**config.mk**
```make
export PLATFORM = sky130hd
export DESIGN_NAME = twiddle_seq_radix4
export DESIGN_NICKNAME = d
export VERILOG_FILES = /design/src/rtl/twiddle_seq_radix4.sv
export SDC_FILE = /design/constraint.sdc
export NUM_CORES = 1
export LEC_CHECK = 0
export CAP_MARGIN = 0
export CORE_MARGIN = 2
export CORE_UTILIZATION = 50
export DETAILED_ROUTE_END_ITERATION = 16
export PLACE_DENSITY = 0.87
export SLEW_MARGIN = 25
export SYNTH_ARGS = -nofsm -noshare
export SYNTH_HDL_FRONTEND = slang
export SYNTH_SLANG_ARGS = --single-unit
```
**constraint.sdc**
```tcl
create_clock -name clk -period 3.3 [get_ports clk]
set_input_delay 0.825 -clock clk [delete_from_list [all_inputs] [get_ports clk]]
set_output_delay 0.825 -clock clk [all_outputs]
set_load 0.005 [all_outputs]
```
**src/rtl/twiddle_seq_radix4.sv**
```systemverilog
// Twiddle address sequencer for a 16-point radix-4 FFT: walks
// stage/butterfly/leg and emits one W_16^k ROM address per accepted beat.
module twiddle_seq_radix4 #(
  parameter int unsigned GAP_CYCLES = 0
) (
  input  logic       clk,
  input  logic       rst,
  input  logic       start,
  input  logic       inv,
  input  logic       out_ready,
  output logic       out_valid,
  output logic [3:0] tw_addr,
  output logic       stage,
  output logic [1:0] bfly,
  output logic [1:0] leg,
  output logic       last_leg,
  output logic       last,
  output logic       busy,
  output logic       done
);

  typedef enum logic [1:0] {IDLE, RUN, GAP, DONE} state_t;

  state_t     state, state_n;
  logic       inv_q, inv_n;
  logic [3:0] gap_cnt, gap_cnt_n;
  logic       valid_n, stage_n, last_leg_n, last_n, busy_n, done_n;
  logic [1:0] bfly_n, leg_n;
  logic       accept;
  logic [3:0] prod, e;

  assign accept = out_valid && out_ready;

  // State and registered outputs
  always_ff @(posedge clk or posedge rst) begin
    if (rst) begin
      state     <= IDLE;
      inv_q     <= 1'b0;
      gap_cnt   <= '0;
      out_valid <= 1'b0;
      stage     <= 1'b0;
      bfly      <= '0;
      leg       <= '0;
      last_leg  <= 1'b0;
      last      <= 1'b0;
      busy      <= 1'b0;
      done      <= 1'b0;
    end else begin
      state     <= state_n;
      inv_q     <= inv_n;
      gap_cnt   <= gap_cnt_n;
      out_valid <= valid_n;
      stage     <= stage_n;
      bfly      <= bfly_n;
      leg       <= leg_n;
      last_leg  <= last_leg_n;
      last      <= last_n;
      busy      <= busy_n;
      done      <= done_n;
    end
  end

  // Next-state, counter advance and next-output computation
  always_comb begin
    state_n   = state;
    inv_n     = inv_q;
    gap_cnt_n = gap_cnt;
    valid_n   = out_valid;
    stage_n   = stage;
    bfly_n    = bfly;
    leg_n     = leg;
    busy_n    = busy;
    done_n    = 1'b0;
    unique case (state)
      IDLE: begin
        valid_n = 1'b0;
        busy_n  = 1'b0;
        if (start) begin
          state_n = RUN;
          inv_n   = inv;
          valid_n = 1'b1;
          busy_n  = 1'b1;
          stage_n = 1'b0;
          bfly_n  = '0;
          leg_n   = '0;
        end
      end
      RUN: begin
        if (accept) begin
          if (stage && bfly == 2'd3 && leg == 2'd3) begin
            state_n = DONE;
            valid_n = 1'b0;
            busy_n  = 1'b0;
            done_n  = 1'b1;
            stage_n = 1'b0;
            bfly_n  = '0;
            leg_n   = '0;
          end else if (!stage && bfly == 2'd3 && leg == 2'd3) begin
            // Counters move to (1,0,0) now; the tags are parked there
            // with out_valid low while the drain gap runs.
            stage_n = 1'b1;
            bfly_n  = '0;
            leg_n   = '0;
            if (GAP_CYCLES > 0) begin
              state_n   = GAP;
              valid_n   = 1'b0;
              gap_cnt_n = 4'(GAP_CYCLES - 1);
            end
          end else begin
            leg_n = leg + 2'd1;
            if (leg == 2'd3) bfly_n = bfly + 2'd1;
          end
        end
      end
      GAP: begin
        if (gap_cnt == '0) begin
          state_n = RUN;
          valid_n = 1'b1;
        end else begin
          gap_cnt_n = gap_cnt - 4'd1;
        end
      end
      DONE: begin
        state_n = IDLE;
        valid_n = 1'b0;
        busy_n  = 1'b0;
      end
      default: state_n = IDLE;
    endcase
    last_leg_n = valid_n && (leg_n == 2'd3);
    last_n     = valid_n && stage_n && (bfly_n == 2'd3) && (leg_n == 2'd3);
  end

  // Twiddle exponent from registered tags; conjugate by negation mod 16
  always_comb begin
    prod    = {2'b00, leg} * {2'b00, bfly};
    e       = stage ? 4'd0 : prod;
    tw_addr = inv_q ? (4'd0 - e) : e;
  end

endmodule

```
# After elaboration in Yosys (flattened, before gate mapping)
# Cells that the tools add are included.
dict set report word_totals {
  latchBits 0
  mem_bits_ro 0
  wordCells 79
  memories 0
  ff_bits 17
  ramBits 0
  output_inout_bits 14
  inputBits 5
}
dict set report classes {
  n_reduce_logical 17
  n_eq_ne 11
  shift 0
  magnitude_cmp 0
  n_addsub 4
  div_mod_pow 0
  n_mul 1
  n_bitwise 1
  n_mux 34
}
# op n
set op_table {}
lappend op_table {{$mux W2} 13}
lappend op_table {{$mux W1} 13}
lappend op_table {{$eq A2 B2 Y1 const B} 6}
lappend op_table {{$logic_and A1 B1 Y1} 9}
lappend op_table {{$mux W4} 2}
lappend op_table {{$ne A2 B2 Y1 const B} 4}
lappend op_table {{$pmux W2 S2} 2}
lappend op_table {{$pmux W2 S4} 1}
lappend op_table {{$add A2 B1 Y2 const B} 2}
lappend op_table {{$logic_not A4 Y1} 1}
lappend op_table {{$mul A2 B2 Y4} 1}
lappend op_table {{$pmux W1 S4} 1}
lappend op_table {{$reduce_and A2 Y1} 2}
lappend op_table {{$reduce_and A4 Y1} 1}
lappend op_table {{$sub A1 B4 Y4 const A} 1}
lappend op_table {{$sub A4 B1 Y4 const B} 1}
lappend op_table {{$pmux W1 S3} 1}
lappend op_table {{$reduce_and A3 Y1} 1}
lappend op_table {{$reduce_bool A3 Y1} 1}
lappend op_table {{$eq A2 B1 Y1 const B} 1}
lappend op_table {{$logic_not A2 Y1} 1}
lappend op_table {{$pmux W1 S2} 1}
lappend op_table {{$logic_not A1 Y1} 1}
lappend op_table {{$not A1 Y1} 1}

# Longest topological paths before layout
dict set report logic_depth {
  ltp_word 10
  depth_mapped 7
  depth_no_buf 7
}

# Least setup slack after synthesis
# No wires, ideal clock.
dict set report synth_path {
  kind {reg2out}
  start {register leg[0]}
  end {output port tw_addr[3]}
  arrival_ps 1529
  required_time_ps 2475
  path_stages_with_launch 8
  n_path_buf 0
  path_slack_ps 946
  cell_sequence {dfrtp_1 > and2_1 > ha_1 > ha_1 > a211o_1 > nand2_1 > xor2_1 > nor2_1}
}
dict set report synth_via {
  elab_chain_cells 4
}
# element line
set synth_lines {}
lappend synth_lines {{start: declaration} 15} ;# output logic [1:0] leg,
lappend synth_lines {{start signal: assignment} 55} ;# leg <= leg_n;
lappend synth_lines {{$mul A2 B2 Y4 (*)} 136} ;# prod = {2'b00, leg} * {2'b00, bfly};
lappend synth_lines {{$mux W4 (*)} 137} ;# e = stage ? 4'd0 : prod;
lappend synth_lines {{$sub A1 B4 Y4} 138} ;# tw_addr = inv_q ? (4'd0 - e) : e;
lappend synth_lines {{$mux W4 (*)} 138}
lappend synth_lines {{end: declaration} 12} ;# output logic [3:0] tw_addr,
# Mark *: on every way between the ends. The rest lies on a longest branch, timed or not.

# Worst setup path in the final report
# Ends and elaborated chain as after synthesis.

==> results.toml <==
[die]
dieWidth_um = 49.0
die_area_um2 = 2400
num_rows = 16
core_area_um2 = 1940
io-pin-count = 19
die_h_um = 49.0
start_util = 0.522

[power_and_ir_drop]
p_leak_nw = 0.564
p_per_area_nw_per_um2 = 680
irDropWorstVdd_v = 0.000340

[layout]
syn2layout_area_growth_pct = 20.5
layout-drive-gt1-share = 0.154
fin_nets = 129
n_antenna_cell = 0
stdcell_count = 144

[route]
drc_errors = 0
drtIter0Drc = 6
vias = 756
ant_nets = 0
first_pass_iters = 2
wl_um = 1860
post_drt_via_cell_ratio = 5.25
post_drt_wl_per_cell_um = 12.9

[clock_network]
clockRootBuffer = "clkbuf_4"
path_clk_slew_ns = 0.10
cts.hold.buffers_added = 0
cts.sinks = 17
htreeDepth = 1
tritoncts = "yes"
cts_buffer_depth = 2
post_cts_buffers = 0
ctsResizeCount = 0
cts_buffers = 3
clk_latency_ns = 0.29

[synth]
yosysWarnings = 0
syn_area_um2 = 1010
synth_seq_cells = 17
synth_compound_area_frac = 0.121
ys.flop_type = "dfrtp_1"
synth_top_family_by_area = "simple AND/OR/NAND/NOR gates"
syn_inst = 98
async_flop_share = 1.00
syn_area_per_cell_um2 = 10.3
yosys.area_share.simple = 0.280
synth.yosys.seq_area_share = 0.420
synth_nets = 109
synth_cell_types = 43
synth_edf_count = 0
synthXorXnorAreaFrac = 0.0346
synth_fa_ha_area_frac = 0.0741
synthMuxAreaShare = 0.0111

[worst_setup_path]
critPathRequiredTime_ns = 2.47
r2r-start = "gap_cnt[0]$_DFFE_PP0P_"
arrival_ns = 2.36
critPathMaxFanout = 7
cp_cell_sequence = "and2_1 > ha_1 > ha_1 > a211o_1 > nand2_1 > xor2_1 > nor2_1 > clkdlybuf4s50_1"
rr_endpoint = "last$_DFF_PP0_"
endpoint_kind = "output port"
reg2regPathDepth = 6
rrSetupSlack_ns = 1.50
crit_type = "reg2out"
start_kind = "flip-flop"
slowest_stage = "dfrtp_2"
crit_top_cell = "ha_1"
slowest_delay_ns = 0.46

[sta]
hold_viol = 0
slew_headroom = 0.580
period_needed_ns = 3.18
post-route-period-util = 0.965
maxSlewViolCount = 0
finalSetupViolCount = 0
fin_skew_ns = 0.00686
clock.fmax_mhz = 314
tightest_slew_ns = 0.630
rsz0062_at_grt = "false"
finalSetupTns_ns = 0

[grt]
grt_max_degree = 18
grt_pass1_vias = 756
grt_pass1_wl_um = 3220
overflow = 0
antenna_found_initial = 0
track_usage = 0.171

[status]
status = "finished clean"

[hold_path]
min_to = "gap_cnt[3]$_DFFE_PP0P_"
hp-class = "reg2reg"
hold_depth = 1
min_from = "gap_cnt[3]$_DFFE_PP0P_"

[placement]
port_buffers = 18
gp_congestion = 0.863
detailed_place_hpwl_um = 1440
dp_cells = 140

[flow_run]
max-cap-violations = 0
-- state kept, by name, summed over array words and instances, names as in the netlist, 2 cells and up --
register / count
bfly: 2
gap_cnt: 4
leg: 2
state: 2
-- cells in the final DEF (no fill, tap or decap), types with 3 or more instances in the layout --
master           synthesis  layout
o21ai_0                  5       5
dfrtp_1                 17      16
clkdlybuf4s50_1          0      18
inv_1                    7       7
nand2_1                 13      13
ha_1                     6       6
clkbuf_4                 0       3
and2_1                   3       3
-- layout make-up --
cell class / count / area (um^2)
clock buffers: 4 / 26.3
fillers: 163 / 721
inverters: 7 / 26.3
multi-input cells: 71 / 528
flip-flops and latches: 17 / 427
well taps: 27 / 33.8
repair buffers: 18 / 180
-- metal layers --
layer | part of all wire | up-vias | global-route usage
met5 | 0 | - | 0
met1 | 0.45 | 359 | 0.200
li1 | - | 379 | -
met4 | 0.019 | 0 | 0.0714
met3 | 0.023 | 5 | 0.0215
met2 | 0.51 | 13 | 0.313
-- cell families (layout without fill, tap and decap cells) --
family,Yosys count,in the layout
and+or+nand+nor,43,43
adders and majority gates,6,6
DFF,17,17
xor gates and xnor gates,4,4
buffers and inverters,10,29
AOI/OAI and AO/OA,17,17
muxes,1,1
-- worst max-delay path: cells and delay by family, from the launching register on --
family	cells	cell delay [ns]
flip-flops	1	0.46
AND/OR/NAND/NOR	3	0.30
XOR/XNOR	1	0.14
buffers and inverters	1	0.45
adder cells (fa/ha/maj)	2	0.48
AO/OA/AOI/OAI	1	0.23
-- worst max path at each step --
stage	from	end
after floorplan	leg[0]$_DFF_PP0_	tw_addr[3]
after global placement	leg[0]$_DFF_PP0_	tw_addr[3]
after detailed placement	leg[0]$_DFF_PP0_	tw_addr[3]
after CTS	leg[0]$_DFF_PP0_	tw_addr[3]
after global routing	leg[0]$_DFF_PP0_	tw_addr[3]
final	leg[0]$_DFF_PP0_	tw_addr[3]
-- where the power goes --
part | switching (mW) | internal, mW
combinational | 0.151 | 0.228
clock | 0.0652 | 0.0471
sequential | 0.0758 | 0.263
total | 0.292 | 0.538
-- metrics by stage --
step | util | total power, mW | area (um^2) | hold WS (ns) | setup WS, ns
2_1_floorplan | - | 0.555 | 1010 | 0.457 | 0.946
3_3_place_gp | 0.615 | 0.706 | 1190 | 0.474 | 0.504
3_5_place_dp | 0.615 | 0.723 | 1190 | 0.487 | 0.425
4_1_cts | 0.628 | 0.833 | 1220 | 0.500 | 0.0996
5_1_grt | 0.629 | 0.895 | 1220 | 0.536 | 0.00441
6_report | 0.629 | 0.830 | 1220 | 0.497 | 0.116
-- Yosys cell counts, drive strengths merged (2+ instances only) --
cell type | n | share of area
inv | 7 | 0.026
and2 | 3 | 0.019
or3b | 2 | 0.017
nand2b | 2 | 0.012
nor4 | 2 | 0.019
buf | 3 | 0.033
or2 | 3 | 0.019
nand3b | 2 | 0.015
nand2 | 13 | 0.048
o211ai | 2 | 0.020
and2b | 2 | 0.017
xor2 | 2 | 0.017
o21ai | 5 | 0.025
nor2 | 2 | 0.0074
ha | 6 | 0.074
and3 | 3 | 0.020
dfrtp | 17 | 0.42
xnor2 | 2 | 0.017
No activity file was read; power rests on OpenSTA's default activity.
==> RTL edit 1, RTL diff (config.mk and constraints unchanged) <==
Reset style: synchronous (`rst`), changed in one clocked block.
--- a/src/rtl/twiddle_seq_radix4.sv
+++ b/src/rtl/twiddle_seq_radix4.sv
@@ -32,7 +32,7 @@
   assign accept = out_valid && out_ready;
 
   // State and registered outputs
-  always_ff @(posedge clk or posedge rst) begin
+  always_ff @(posedge clk) begin
     if (rst) begin
       state     <= IDLE;
       inv_q     <= 1'b0;
Behaviour: differs if rst is asserted again (counterexample within 4 cycles, from zero or initial values and one cycle with rst high); with rst held inactive, the same outputs for 10 cycles.
==> RTL edit 1 against the unedited design <==
Count of clock-buffer cells in the layout down 1; wire length up 10%; sequential cell count unchanged; register-to-register slack worse by 0.02 ns; design area down 3.5%; sequential share of layout area down 6.1 points; core utilization up 4.6 points; setup slack better by 0.071 ns; synthesized area down 6.5%; critical path depth up 1; critical path type unchanged; critical endpoint unchanged; highest routed layer unchanged.
Power is not compared: it rests on default switching activity, and its combinational part moved more than twofold at a synthesized area within 25%.
==> RTL edit 1: results (changes against the unedited design) <==
- The worst-path maximum fanout is 9 (was 7).
- Cell family with the largest share of critical-path delay: buffers and inverters (was adder cells)
- R2r startpoint: leg[0] (was gap_cnt[0])
- The post-route clock skew is 0.0101 ns (was 0.00686 ns).
- Slew at the pin with the worst max-slew slack: 0.405 ns (was 0.630 ns)
- The total number of yosys warnings came to 0 (unchanged).
- Share of synthesized flip-flops with an asynchronous set or reset: 0 (was 1.00)
* Worst stage delay on the critical path: 0.50 ns (was 0.46 ns)
* Adder-cell share of the synthesized area: 0.0793 (was 0.0741)
- The DRC violation total after the first TritonRoute iteration was 19 (was 6).
- Mapped Nets: 126 (was 109)
- Reg clk slew, reported paths: around 0.11 ns
- Fraction of final layout cells sized beyond drive strength 1: 0.0741 (was 0.154)
- The post-cts gate resize count is 0 (unchanged).
- The pin count of the biggest net entering global routing came to 18 (unchanged).
- Synth cell count leaders: 17 x dfxtp_1, 16 x nor2_1, 15 x nand2_1 (was 17 x dfrtp_1, 13 x nand2_1, 7 x inv_1)
- Status: finished clean (unchanged)
- Number of optimization iterations in the first detailed-route pass: 4 (was 2)
- Arrival time of the worst setup path: 2.29 ns (was 2.36 ns)
* Min-Delay Startpoint: busy (was gap_cnt[3])
* Fill cell count: 160 (was 163)
- The total global-route track usage came to 0.213 (was 0.171).
* Number of inserted diodes: 0 (unchanged)
- The final weighted congestion of routability-driven global placement was 0.734 (was 0.863).
* Leakage component of the power: approximately 0.46 nW
- The number of global-route vias before repair is 835 (was 756).
- The total wire length was 2050 um (was 1860 um).
* Post-synthesis xor/xnor area fraction: 0.0462 (was 0.0346)
- The number of port buffers came to 18 (unchanged).
- The number of unique standard cell types used by synthesis was 36 (was 43).
* Compound-gate portion of the synthesized area: 0.141 (was 0.121)
- The number of nets in the finished design was 147 (was 129).
- The initial antenna violation count is 0 (unchanged).
- Most flop-heavy register: gap_cnt (unchanged)
- Worst slack at placement: 0.528 ns (was 0.425 ns)
- Top post-synthesis cells by area: dfxtp_1 36%, ha_1 7.9%, nor2_1 6.3% (was dfrtp_1 42%, ha_1 7.4%, nand2_1 4.8%)
* Portion of the post-synthesis area used by sequential elements: 0.359 (was 0.420)
- The flip-flop count of the largest register after layout came to 4 (unchanged).
- Global-route wire length before repair: 3370 um (was 3220 um)
- Proportion of synthesized area in mux cells: 0.0106 (was 0.0111)
* Sum of net half-perimeters after detailed placement: 1500 um (was 1440 um)
- The H-tree depth was 1 (unchanged).
- Via-to-Cell Ratio: 5.54 (was 5.25)
* Slowest-stage cell, CP: clkdlybuf4s50_1 (was dfrtp_2)
- VDD sags by at most roughly 0.00025 V.
- The post-CTS setup repair buffer count was 0 (unchanged).
RTL edit 1: through the flow:
stage	cell area [um^2]	hold slack, ns	std cells	total power [mW]
2_1_floorplan	947	0.470	115	0.232
4_1_cts	1180	0.511	160	0.357
6_report	1180	0.506	160	0.356
5_1_grt	1180	0.528	160	0.367
3_5_place_dp	1150	0.491	156	0.245
3_3_place_gp	1150	0.470	156	0.244
RTL edit 1: worst register-to-register path: stages, from the launching register on:
cell and delay (ns):
dfxtp_1 0.50, ha_1 0.26, nand2_2 0.09, or4_1 0.47, nand2_1 0.08, a22oi_1 0.09, nor4b_2 0.25
RTL edit 1: final timing paths:
kind	to	slack (ns)	depth (start not counted)
worst min-delay path	busy	0.51	2
worst min register to register	busy	0.51	2
worst max register to register	last	1.48	6
worst max-delay path	tw_addr[3]	0.19	9
RTL edit 1: logic make-up (layout without fill, tap and decap cells):
kind of cell,Yosys count,after routing
and+or+nand+nor,58,58
AOI/OAI and AO/OA,20,20
DFF,17,17
buffers and inverters,8,28
adders and majority gates,6,6
xor gates and xnor gates,5,5
muxes,1,1
RTL edit 1: layout make-up:
class / count / area share
Multi-Input combinational cell: 90 / 0.486
Sequential cell: 17 / 0.289
Clock inverter: 1 / 0.00425
Timing Repair Buffer: 19 / 0.159
Tap cell: 25 / 0.0265
Clock buffer: 3 / 0.0191
Inverter: 5 / 0.0159
RTL edit 1: power groups by stage:
| stage | sequential, mW | clock [mW] | combinational [mW] |
|---|---|---|---|
| final | 0.214 | 0.116 | 0.0269 |
| after global routing | 0.215 | 0.123 | 0.0292 |
| after CTS | 0.214 | 0.117 | 0.0267 |
| after detailed placement | 0.218 | 0 | 0.0265 |
| after global placement | 0.218 | 0 | 0.0260 |
| after floorplan | 0.216 | 0 | 0.0159 |
RTL edit 1: per-layer routing:
layer	GRT usage	up-vias	wire length [um]
met1	0.245	414	897
met2	0.378	30	1020
li1	-	438	-
met4	0.100	0	41
met3	0.0377	4	89
met5	0	-	0
==> RTL edit 2, RTL diff (same flow settings) <==
Made on the original files. The 4 states of `state_t` get a Gray code encoding in 2 bits.
--- a/src/rtl/twiddle_seq_radix4.sv
+++ b/src/rtl/twiddle_seq_radix4.sv
@@ -19,7 +19,7 @@
   output logic       done
 );
 
-  typedef enum logic [1:0] {IDLE, RUN, GAP, DONE} state_t;
+  typedef enum logic [1:0] {IDLE = 2'b00, RUN = 2'b01, GAP = 2'b11, DONE = 2'b10} state_t;
 
   state_t     state, state_n;
   logic       inv_q, inv_n;
Behaviour: no difference found for any inputs over 10 cycles, from zero or initial values and one cycle with rst high; not proved beyond that.
==> RTL edit 2 against the unedited design <==
Sequential cell count stayed put; synthesized area is 5.7% higher; total power is 4.1% higher; design area is 6.8% higher; setup slack better by 0.0092 ns; wire length is 11% higher; count of clock-buffer cells in the layout is 1 lower; critical path type unchanged; non-clock buffer count stayed put; critical endpoint unchanged; combinational power is 8.7% higher; synthesized cell count is 14% higher; largest power group unchanged.
==> RTL edit 2: results (changes against the unedited design) <==
- Status: finished clean (unchanged).
* Number of optimization iterations in the first detailed-route pass: 5 (was 2)
- The first-pass GRT wire length came to 3510 um (was 3220 um).
* Worst stage delay on the critical path: 0.50 ns (was 0.46 ns)
- The antenna diode count came to 0 (unchanged).
- The DRC violation total after the first TritonRoute iteration was 13 (was 6).
* Maximum ir drop on the vdd rail: 0.000442 V (was 0.000340 V)
* Arrival time of the worst setup path: roughly 2.4 ns
* Path category of the worst min-delay check: register to register (unchanged)
- Top routing layer in use: met4 (unchanged)
- Top fanout value on the critical path: 8 (was 7)
- Depth of the CTS H-tree: 1 (unchanged)
* Setup Skew: 0.00378 ns (was 0.00686 ns)
- The amount of wire on met2 after detailed routing came to 1040 um (was 951 um).
- The final count of negative-setup-slack endpoints is 0 (unchanged).
* Initial antenna violation count: 0 (unchanged)
- The internal power contribution was 527 uW (was 538 uW).
- Via-to-Cell Ratio: 5.59 (was 5.25)
* Detailed-routed wire length on met3: 86 um (was 43 um)
- The wire length the detailed router placed on met1 was 905 um (was 829 um).
* Port Buf Inserts: 18 (unchanged)
* Top post-synthesis cells by area: dfrtp_1 40%, ha_1 12%, nand2_1 5.6% (was dfrtp_1 42%, ha_1 7.4%, nand2_1 4.8%)
- Fraction of final layout cells sized beyond drive strength 1: 0.0977 (was 0.154)
- Slowest-stage cell, CP: clkdlybuf4s50_1 (was dfrtp_2)
* Area after detailed placement: 1270 um^2 (was 1190 um^2)
- The number of unique standard cell types used by synthesis was 33 (was 43).
- The number of buffers added by the clock tree synthesis step is 3 (unchanged).
- The pin count of the biggest net entering global routing was 18 (unchanged).
- Synth cell count leaders: 17 x dfrtp_1, 16 x nand2_1, 10 x ha_1, 10 x inv_1, 7 x nand3_1 (was 17 x dfrtp_1, 13 x nand2_1, 7 x inv_1)
- The flip-flop count of the largest register after layout was 4 (unchanged).
* Wire length reported by the detailed router: 2070 um (was 1860 um)
- The number of enable flip-flop cells after synthesis was 0 (unchanged).
- Via count of the first global-routing pass: 816 (was 756)
- The proportion of register bits with asynchronous set or reset after synthesis is 1.00 (unchanged).
- The number of nets in the finished design was 149 (was 129).
* Mapped Nets: 127 (was 109)
- Post-synth top flop: dfrtp_1 (unchanged)
- Maximum number of buffers from clock root to sink: 2 (unchanged)
- Clock latency on the worst-skew pair, taken at its later pin, is ~0.3 ns.
- The filler cell count came to 147 (was 163).
- Placer's final routability congestion estimate: 0.778 (was 0.863)
- The slew at the pin closest to its max-slew limit came to 0.690 ns (was 0.630 ns).
- The library cell used as clock root buffer is clkbuf_4 (unchanged).
* Sum of net half-perimeters after detailed placement: 1580 um (was 1440 um)
* Portion of the post-synthesis area used by sequential elements: 0.397 (was 0.420)
* Cell family with the largest share of critical-path delay: buffers and inverters (was adder cells)
* Yosys synthesis warning count: 0 (unchanged)
- The clock-pin transition on the worst setup and hold timing paths was 0.10 ns (about the same).
* Leakage component of the power: 0.623 nW (was 0.564 nW)
- The total global-route track usage came to 0.182 (was 0.171).
==> RTL edit 2: power by group through the flow <==
stage	combinational, mW	clock [mW]	sequential [mW]
3_5_place_dp	0.410	0	0.339
6_report	0.412	0.115	0.337
3_3_place_gp	0.397	0	0.335
4_1_cts	0.415	0.114	0.335
2_1_floorplan	0.277	0	0.326
5_1_grt	0.458	0.123	0.350
==> RTL edit 2: path summary, 6_finish.rpt <==
kind / from / end / slack (ns) / cells past startpoint
max: leg[0] / tw_addr[3] / 0.13 / 8
min: gap_cnt[0] / gap_cnt[0] / 0.51 / 1
max reg2reg: state[1] / last / 1.28 / 6
min reg2reg: gap_cnt[0] / gap_cnt[0] / 0.51 / 1
max in group asynchronous: rst / leg[0] / 1.97 / 2
min in group asynchronous: rst / stage / 0.90 / 2
==> RTL edit 2: kinds of logic after synthesis <==
kind of cell / after synthesis / synth area share
buffers and inverters: 11 / 0.0456
multiplexers: 4 / 0.0397
AO/OA/AOI/OAI: 17 / 0.114
flip-flops: 17 / 0.397
XOR/XNOR: 4 / 0.0327
AND/OR/NAND/NOR: 49 / 0.254
adder cells (fa/ha/maj): 10 / 0.117
==> RTL edit 2: layout make-up <==
cell class	instances	area [um^2]	share of cell area
inverter	10	37.5	0.0288
sequential	17	428	0.328
multi-input combinational	84	597	0.458
clock buffer	3	22.5	0.0173
timing repair buffer	18	180	0.138
tap	27	33.8	0.0259
clock inverter	1	5.00	0.00384
==> RTL edit 2: stage by stage <==
stage               instances  setup WS (ns)  hold WS [ns]  power, mW
floorplan                 112          0.933         0.461      0.603
global route              160        0.00754         0.531      0.931
global placement          156          0.467         0.476      0.731
finish                    160          0.126         0.508      0.864
detailed placement        156          0.425         0.489      0.749
CTS                       160         0.0921         0.506      0.864
==> RTL edit 2: worst reg2reg max path: stages (launching register included) <==
cell and delay (ns):
dfrtp_1 0.41, inv_1 0.10, ha_1 0.35, nand4_1 0.18, or3b_1 0.43, a32o_1 0.26, nor4b_2 0.20
==> RTL edit 2: layer usage <==
layer / vias to the layer above / GRT usage
met1: 418 / 0.218
li1: 435 / -
met4: 0 / 0.0694
met3: 5 / 0.0268
met5: - / 0
met2: 36 / 0.325
==> RTL edit 2: timing repair <==
item	CTS	global route
endpoints found under the setup margin	0	2
setup buffers	0	0
resized for setup	0	2
hold buffers	0	0
endpoints found under the hold margin	0	0
